--- config.mk ---
export PLATFORM = sky130hd
export DESIGN_NAME = seq_mux_arb_rr
export DESIGN_NICKNAME = d
export VERILOG_FILES = /design/src/rtl/seq_mux_arb_rr.sv
export SDC_FILE = /design/constraint.sdc
export NUM_CORES = 1
export LEC_CHECK = 0
export CORE_MARGIN = 5
export CORE_UTILIZATION = 51
export DETAILED_ROUTE_END_ITERATION = 7
export PLACE_DENSITY = 0.83
export SETUP_SLACK_MARGIN = 0.5
export SLEW_MARGIN = 40
export SYNTH_ARGS = -nofsm -noshare
export SYNTH_HDL_FRONTEND = slang
export SYNTH_SLANG_ARGS = --single-unit
--- constraint.sdc ---
create_clock -name clk -period 6.38 [get_ports clk]
set_clock_uncertainty 0.15 [all_clocks]
set_input_delay 1.276 -clock clk [delete_from_list [all_inputs] [get_ports clk]]
set_output_delay 1.276 -clock clk [all_outputs]
set_load 0.03 [all_outputs]
--- src/rtl/seq_mux_arb_rr.sv ---
// Registered N-to-1 stream mux: picks one valid/ready input channel per cycle by
// round-robin or fixed priority and forwards it through a single output register.
module seq_mux_arb_rr #(
    parameter int nbits = 8,
    parameter int nreqs = 8,
    parameter int p_rr  = 1
) (
    input  logic                     clk,
    input  logic                     reset,
    input  logic [nreqs-1:0]         in_val,
    output logic [nreqs-1:0]         in_rdy,
    input  logic [nbits*nreqs-1:0]   in_msg,
    output logic                     out_val,
    input  logic                     out_rdy,
    output logic [nbits-1:0]         out_msg,
    output logic [$clog2(nreqs)-1:0] out_sel
);

    localparam int sel_w = $clog2(nreqs);
    localparam int unsigned nreq_u = nreqs;
    localparam logic [sel_w:0] n_w = (sel_w + 1)'(nreqs);
    localparam logic [sel_w-1:0] last_idx = sel_w'(nreqs - 1);

    logic [sel_w-1:0] ptr;
    logic [sel_w-1:0] gidx;
    logic [sel_w-1:0] ptr_nxt;
    logic [nreqs-1:0] grant;
    logic             found;
    logic             free;
    logic             xfer;
    logic [nbits-1:0] gmsg;

    // Search starts at ptr (round-robin) or 0 (fixed priority) and wraps once.
    always_comb begin : arbitrate
        logic [sel_w-1:0] base;
        logic [sel_w:0]   sum;
        logic [sel_w-1:0] idx;
        grant = '0;
        gidx  = '0;
        found = 1'b0;
        base  = (p_rr != 0) ? ptr : '0;
        sum   = '0;
        idx   = '0;
        for (int unsigned k = 0; k < nreq_u; k++) begin
            sum = {1'b0, base} + (sel_w + 1)'(k);
            if (sum >= n_w) begin
                sum = sum - n_w;
            end
            idx = sel_w'(sum);
            if (!found && in_val[idx]) begin
                found      = 1'b1;
                grant[idx] = 1'b1;
                gidx       = idx;
            end
        end
    end

    always_comb begin
        gmsg    = in_msg[32'(gidx) * nbits +: nbits];
        ptr_nxt = (gidx == last_idx) ? '0 : gidx + 1'b1;
        free    = !out_val || out_rdy;
        in_rdy  = (free && !reset) ? grant : '0;
        xfer    = |(in_val & in_rdy);
    end

    always_ff @(posedge clk or posedge reset) begin
        if (reset) begin
            out_val <= 1'b0;
            out_msg <= '0;
            out_sel <= '0;
            ptr     <= '0;
        end else if (xfer) begin
            out_val <= 1'b1;
            out_msg <= gmsg;
            out_sel <= gidx;
            if (p_rr != 0) begin
                ptr <= ptr_nxt;
            end
        end else if (out_rdy) begin
            out_val <= 1'b0;
        end
    end

endmodule

# --- Yosys cells after proc, flatten, opt, wreduce, memory -nomap -nowiden ---
# Index checks and enable logic that the tools add are counted.
totals:
  ff_bits: 15
  inputBits: 75
  output_inout_bits: 20
  elab_cells: 149
classes:
  add_sub_neg: 16
  order_cmp: 24
  eq_ne: 1
  shift: 1
  mux: 67
  n_bitwise: 8
  n_reduce_logical: 28
ops:
  columns: ["op", "count"]
  rows:
  - ["two-way mux 8 bit", 9]
  - ["variable part select 64 x 7 -> 8 bit", 1]
  - ["bitwise OR 8 bit", 7]
  - ["two-way mux 3 bit", 17]
  - ["less-than comparator 3 x 4 -> 1 bit, second input constant", 8]
  - ["greater-or-equal comparator 4 bit, second input constant", 7]
  - ["two-way mux 1 bit", 25]
  - ["binary-select mux 1 bit (select 3 bit)", 8]
  - ["demux 1 bit (select 3 bit)", 8]
  - ["greater-or-equal comparator 3 x 1 -> 1 bit, second input constant", 8]
  - ["subtractor 3 x 1 -> 3 bit, second input constant", 8]
  - ["adder 3 x 3 -> 4 bit, second input constant", 4]
  - ["logical AND 1 bit", 16]
  - ["zero test 1 bit", 9]
  - ["adder 3 x 2 -> 4 bit, second input constant", 2]
  - ["AND 8 bit", 1]
  - ["OR reduction 8 bit", 1]
  - ["adder 3 x 1 -> 4 bit, second input constant", 1]
  - ["greater-or-equal comparator 3 x 4 -> 1 bit, second input constant", 1]
  - ["adder 3 x 1 -> 3 bit, second input constant", 1]
  - ["== test 3 bit, second input constant", 1]
  - ["nonzero test 2 bit", 1]
  - ["logical OR 1 bit", 1]

# --- Logic depth before layout (Yosys ltp) ---
# Gate-level depths: netlist of the first run.
logic_depth:
  ltp_word: 30
  depth_mapped: 19
  mapped_depth_nobuf: 12

# --- Least setup slack after synthesis of the first run ---
# OpenSTA, ideal clock, no wires.
synth_path:
  kind: "register -> output"
  from: "register (tool-made name)"
  to: "output port in_rdy[1]"
  arrival_time_ns: 3.757
  path_slack_ns: 1.197
  stages_incl_launch_ff: 12
  n_path_buf: 3
  cell_sequence: "dfrtp_1 > inv_1 > buf_2 > clkbuf_1 > ha_1 > buf_6 > mux2_4 > mux4_2 > nor4_2 > nand3_2 > o221a_2 > a31oi_1"
synth_lines:
  columns: ["element", "line_no", "source"]
  rows:
  - ["to (decl)", "11", "output logic [nreqs-1:0] in_rdy,"]

# --- Worst setup path in the final report of the first run ---
layout_path:
  from: "input port in_val[2]"
  to: "output port in_rdy[6]"
layout_between:
  elab_chain_cells: 25
layout_rtl:
  columns: ["element", "line_no", "source"]
  rows:
  - ["from (decl)", "10", "input logic [nreqs-1:0] in_val,"]
  - ["binary-select mux 1 bit (select 3 bit)", "50", "if (!found && in_val[idx]) begin"]
  - ["two-way mux 1 bit (implied by the code)", "50", null]
  - ["two-way mux 1 bit", "50", null]
  - ["zero test 1 bit", "50", null]
  - ["logical AND 1 bit", "50", null]
  - ["two-way mux 1 bit", "50", null]
  - ["zero test 1 bit", "50", null]
  - ["logical AND 1 bit", "50", null]
  - ["(+9 left out)", null, null]
  - ["two-way mux 1 bit", "50", null]
  - ["zero test 1 bit", "50", null]
  - ["logical AND 1 bit", "50", null]
  - ["two-way mux 1 bit", "50", null]
  - ["zero test 1 bit", "50", null]
  - ["logical AND 1 bit", "50", null]
  - ["two-way mux 8 bit (*)", "50", null]
  - ["two-way mux 8 bit (*)", "62", "in_rdy = (free && !reset) ? grant : '0;"]
# Every way passes the cells marked *; elsewhere a longest branch is shown, timed or not. The select of a mux whose other input is x is not followed.

==> key figures, run 1 <==
Outcome
  – Status: complete, no violations

Detailed routing
  – Initial DRC count: 555
  – DR pass1 iterations: 5
  – Post-DRT Antenna Nets: 0
  – Post-route DRC violation count: 0
  – Via count: 4099
  – Detailed Route WL: 14300 um
  – WL per Instance: 24.1 um
  – Vias per cell: 6.90

STA
  – RSZ-0062 raised after global routing: no
  – Slew @ Worst Pin: 764 ps
  – Finish-stage setup viols: 0
  – Tcrit/Tclk final: 0.916
  – Final Hold Fails: 0
  – Relative slew slack: 0.480
  – Final Max Tran Viols: 0
  – Max Clk Rate: 0.171 GHz
  – TNS Setup: 0 ps
  – Min cycle time layout: 5840 ps

Global routing
  – First-pass GRT wire length: 21000 um
  – Vias in the first global route: 3707
  – Gr busiest metal: met2
  – Initial antenna violation count: 0
  – Largest net degree at the start of global routing: 50
  – Tot GR Track Use: 0.295
  – Met3 usage: 0.0579
  – Grt met2 use: 0.440
  – GR Layer Usage met1: 0.432
  – Remaining global-route overflow: 0

Logic synthesis
  – Syn nets: 499
  – Area leader, netlist: mux4_2
  – Yosys cell types: 79
  – Syn Area/Cell: 9.05 um^2
  – Synth warn: 0
  – Sequential share of the synthesized area: 0.0995
  – Seq cells post-synth: 15
  – Synth Flop Type: dfrtp_1
  – Top post-synthesis cells by area: mux4_2 11%, dfrtp_1 9.9%, a21boi_0 6.4%, mux2_4 4.4%, mux2_2 4.2%
  – Post-synth ARST share: 1.00
  – Synth cell count leaders: 34 x nand2_1, 32 x a21boi_0, 20 x a211oi_1, 20 x clkbuf_1, 19 x mux4_2
  – Post-synth EDFFs: 0
  – Synthesized instance count: 417
  – Leading cell type by number of instances after synthesis: nand2_1
  – Post-synth top area share: 0.113
  – Mapped cell area: 0.00377 mm^2

Worst setup path
  – Startpoint Class: input port
  – WS Path Type: in -> out
  – CP Cell Sequence: clkdlybuf4s50_1, mux2_4, a211o_1, mux4_2, buf_4, nor4_1, a2111oi_0, a21oi_1, buf_12
  – CP Capture Type: primary output
  – Crit-path max FO: 13
  – Reg2Reg Setup Slack: 1490 ps
  – Max stage delay cell, worst path: clkdlybuf4s50_1
  – Cell family with most CP delay: buffers and inverters
  – WP data arrival: 4420 ps
  – CP max stage delay: 660 ps
  – CP required: 4950 ps
  – CP Buf/Inv Count: 3

Layout
  – # diodes: 0
  – Syn-to-layout area delta: 28.4%
  – Fillers: 612
  – Fraction of layout cells with a size suffix above 1: 0.232
  – # nets final: 578
  – FF+latch area: 375 um^2
  – Multi-input gate area: 0.00316 mm^2

Clock network
  – Worst skew pair latency: 240 ps
  – CTS buffer count: 3
  – Bufs on Longest Clock Path: 2
  – Clock Pin Slew Worst Setup and Hold Paths: 60 ps
  – Clock Sinks: 15
  – Clk root buf: clkbuf_8
  – H-tree depth: 1
  – CTS tree: yes

Placed design
  – Post-DP HPWL: 10700 um
  – Routability cong.: 1.04
  – Port bufs: 94

Floorplanning
  – Initial Util: 0.523
  – Rows: 31
  – Die area: 0.00922 mm^2
  – I/O Pins: 95
  – Core Box Area: 0.00721 mm^2
  – Die Y: 96.0 um
  – Die Span X: 96.0 um

Flow run
  – Max Cap Viol: 0

Min path
  – Hold Crit Class: reg -> reg
-- through the flow --
stage / area [um^2] / utilization / std cells / hold WS, ps / setup WS, ps
2_1_floorplan: 3770 / - / 417 / 544 / 1200
5_1_grt: 4850 / 0.672 / 594 / 353 / 531
4_1_cts: 4770 / 0.661 / 589 / 338 / 587
3_3_place_gp: 4700 / 0.652 / 582 / 325 / 515
6_report: 4850 / 0.672 / 594 / 335 / 535
3_5_place_dp: 4700 / 0.652 / 582 / 325 / 421
-- logic make-up after synthesis --
logic type | synth area share
adders and majority gates | 0.0232
muxes | 0.261
DFF | 0.0995
AOI/OAI and AO/OA | 0.354
and+or+nand+nor | 0.177
xor gates and xnor gates | 0.0136
buffers and inverters | 0.0716
-- area by class of cell --
class / instances / area share
Clock buffer: 4 / 0.00930
Tap cell: 99 / 0.0256
Sequential cell: 15 / 0.0775
Timing Repair Buffer: 115 / 0.229
Inverter: 9 / 0.00697
Multi-Input combinational cell: 352 / 0.652
-- layer usage --
layer,up-vias,part of all wire
met5,-,0
met4,0,0.030
met3,49,0.094
met2,243,0.46
met1,1968,0.42
li1,1839,-
-- placed cells by master, fill, tap and decap left out, types with 5 or more instances in the layout --
cell type	count
and2_1	8
o21ai_0	6
o221ai_2	7
clkdlybuf4s50_1	81
nand2_1	33
a211oi_1	20
buf_4	27
nor3_1	12
ha_1	6
a21boi_0	32
nor4_1	7
o31ai_1	12
dlymetal6s2s_1	6
inv_1	8
nand3_1	12
mux4_2	19
nor2_1	18
and3_1	5
a21oi_1	7
mux2_4	11
mux2i_1	11
nand4_1	5
a311o_1	8
dfrtp_1	15
a32o_1	9
mux2_2	14
nor2b_1	6
-- worst reg2reg max path, cell delays in order, from the launching register on --
cell	delay [ps]
dfrtp_1	340
buf_4	310
inv_1	230
ha_2	570
mux2i_1	190
and2_0	220
mux4_2	650
nand3_2	250
o221ai_1	190
o311a_1	380
nor4_2	460
and3_1	230
buf_4	240
mux2_2	370
-- what timing repair did --
action	in CTS	in global routing
resized for setup	0	11
pin swaps	0	0
hold buffers	0	0
setup buffers	3	5
setup endpoints to repair	1	8
-- state kept, by name, indices dropped and copies added, names as in the netlist, named ones only --
register        count
arbitrate.base      2
out_val             1
out_msg             8
out_sel             3
-- worst paths after layout --
path,cells after the start,start,endpoint
min in group asynchronous,2,reset,out_msg[5]
min reg2reg,1,out_sel[0],out_sel[0]
max reg2reg,13,arbitrate.base[2],out_sel[2]
min,1,out_sel[0],out_sel[0]
max in group asynchronous,2,reset,out_sel[2]
max,9,in_val[2],in_rdy[6]
Power of run 1 is not shown: default switching activity piles up to over one toggle a cycle in this logic, so the estimate is an artifact.
==> inputs of run 2 (changes only) <==
- SLEW_MARGIN: 40 -> unset
==> results of run 2 <==
No change in the layout: final DEF, timing and power equal those of run 1.
Power of run 2 is left out for the same reason.
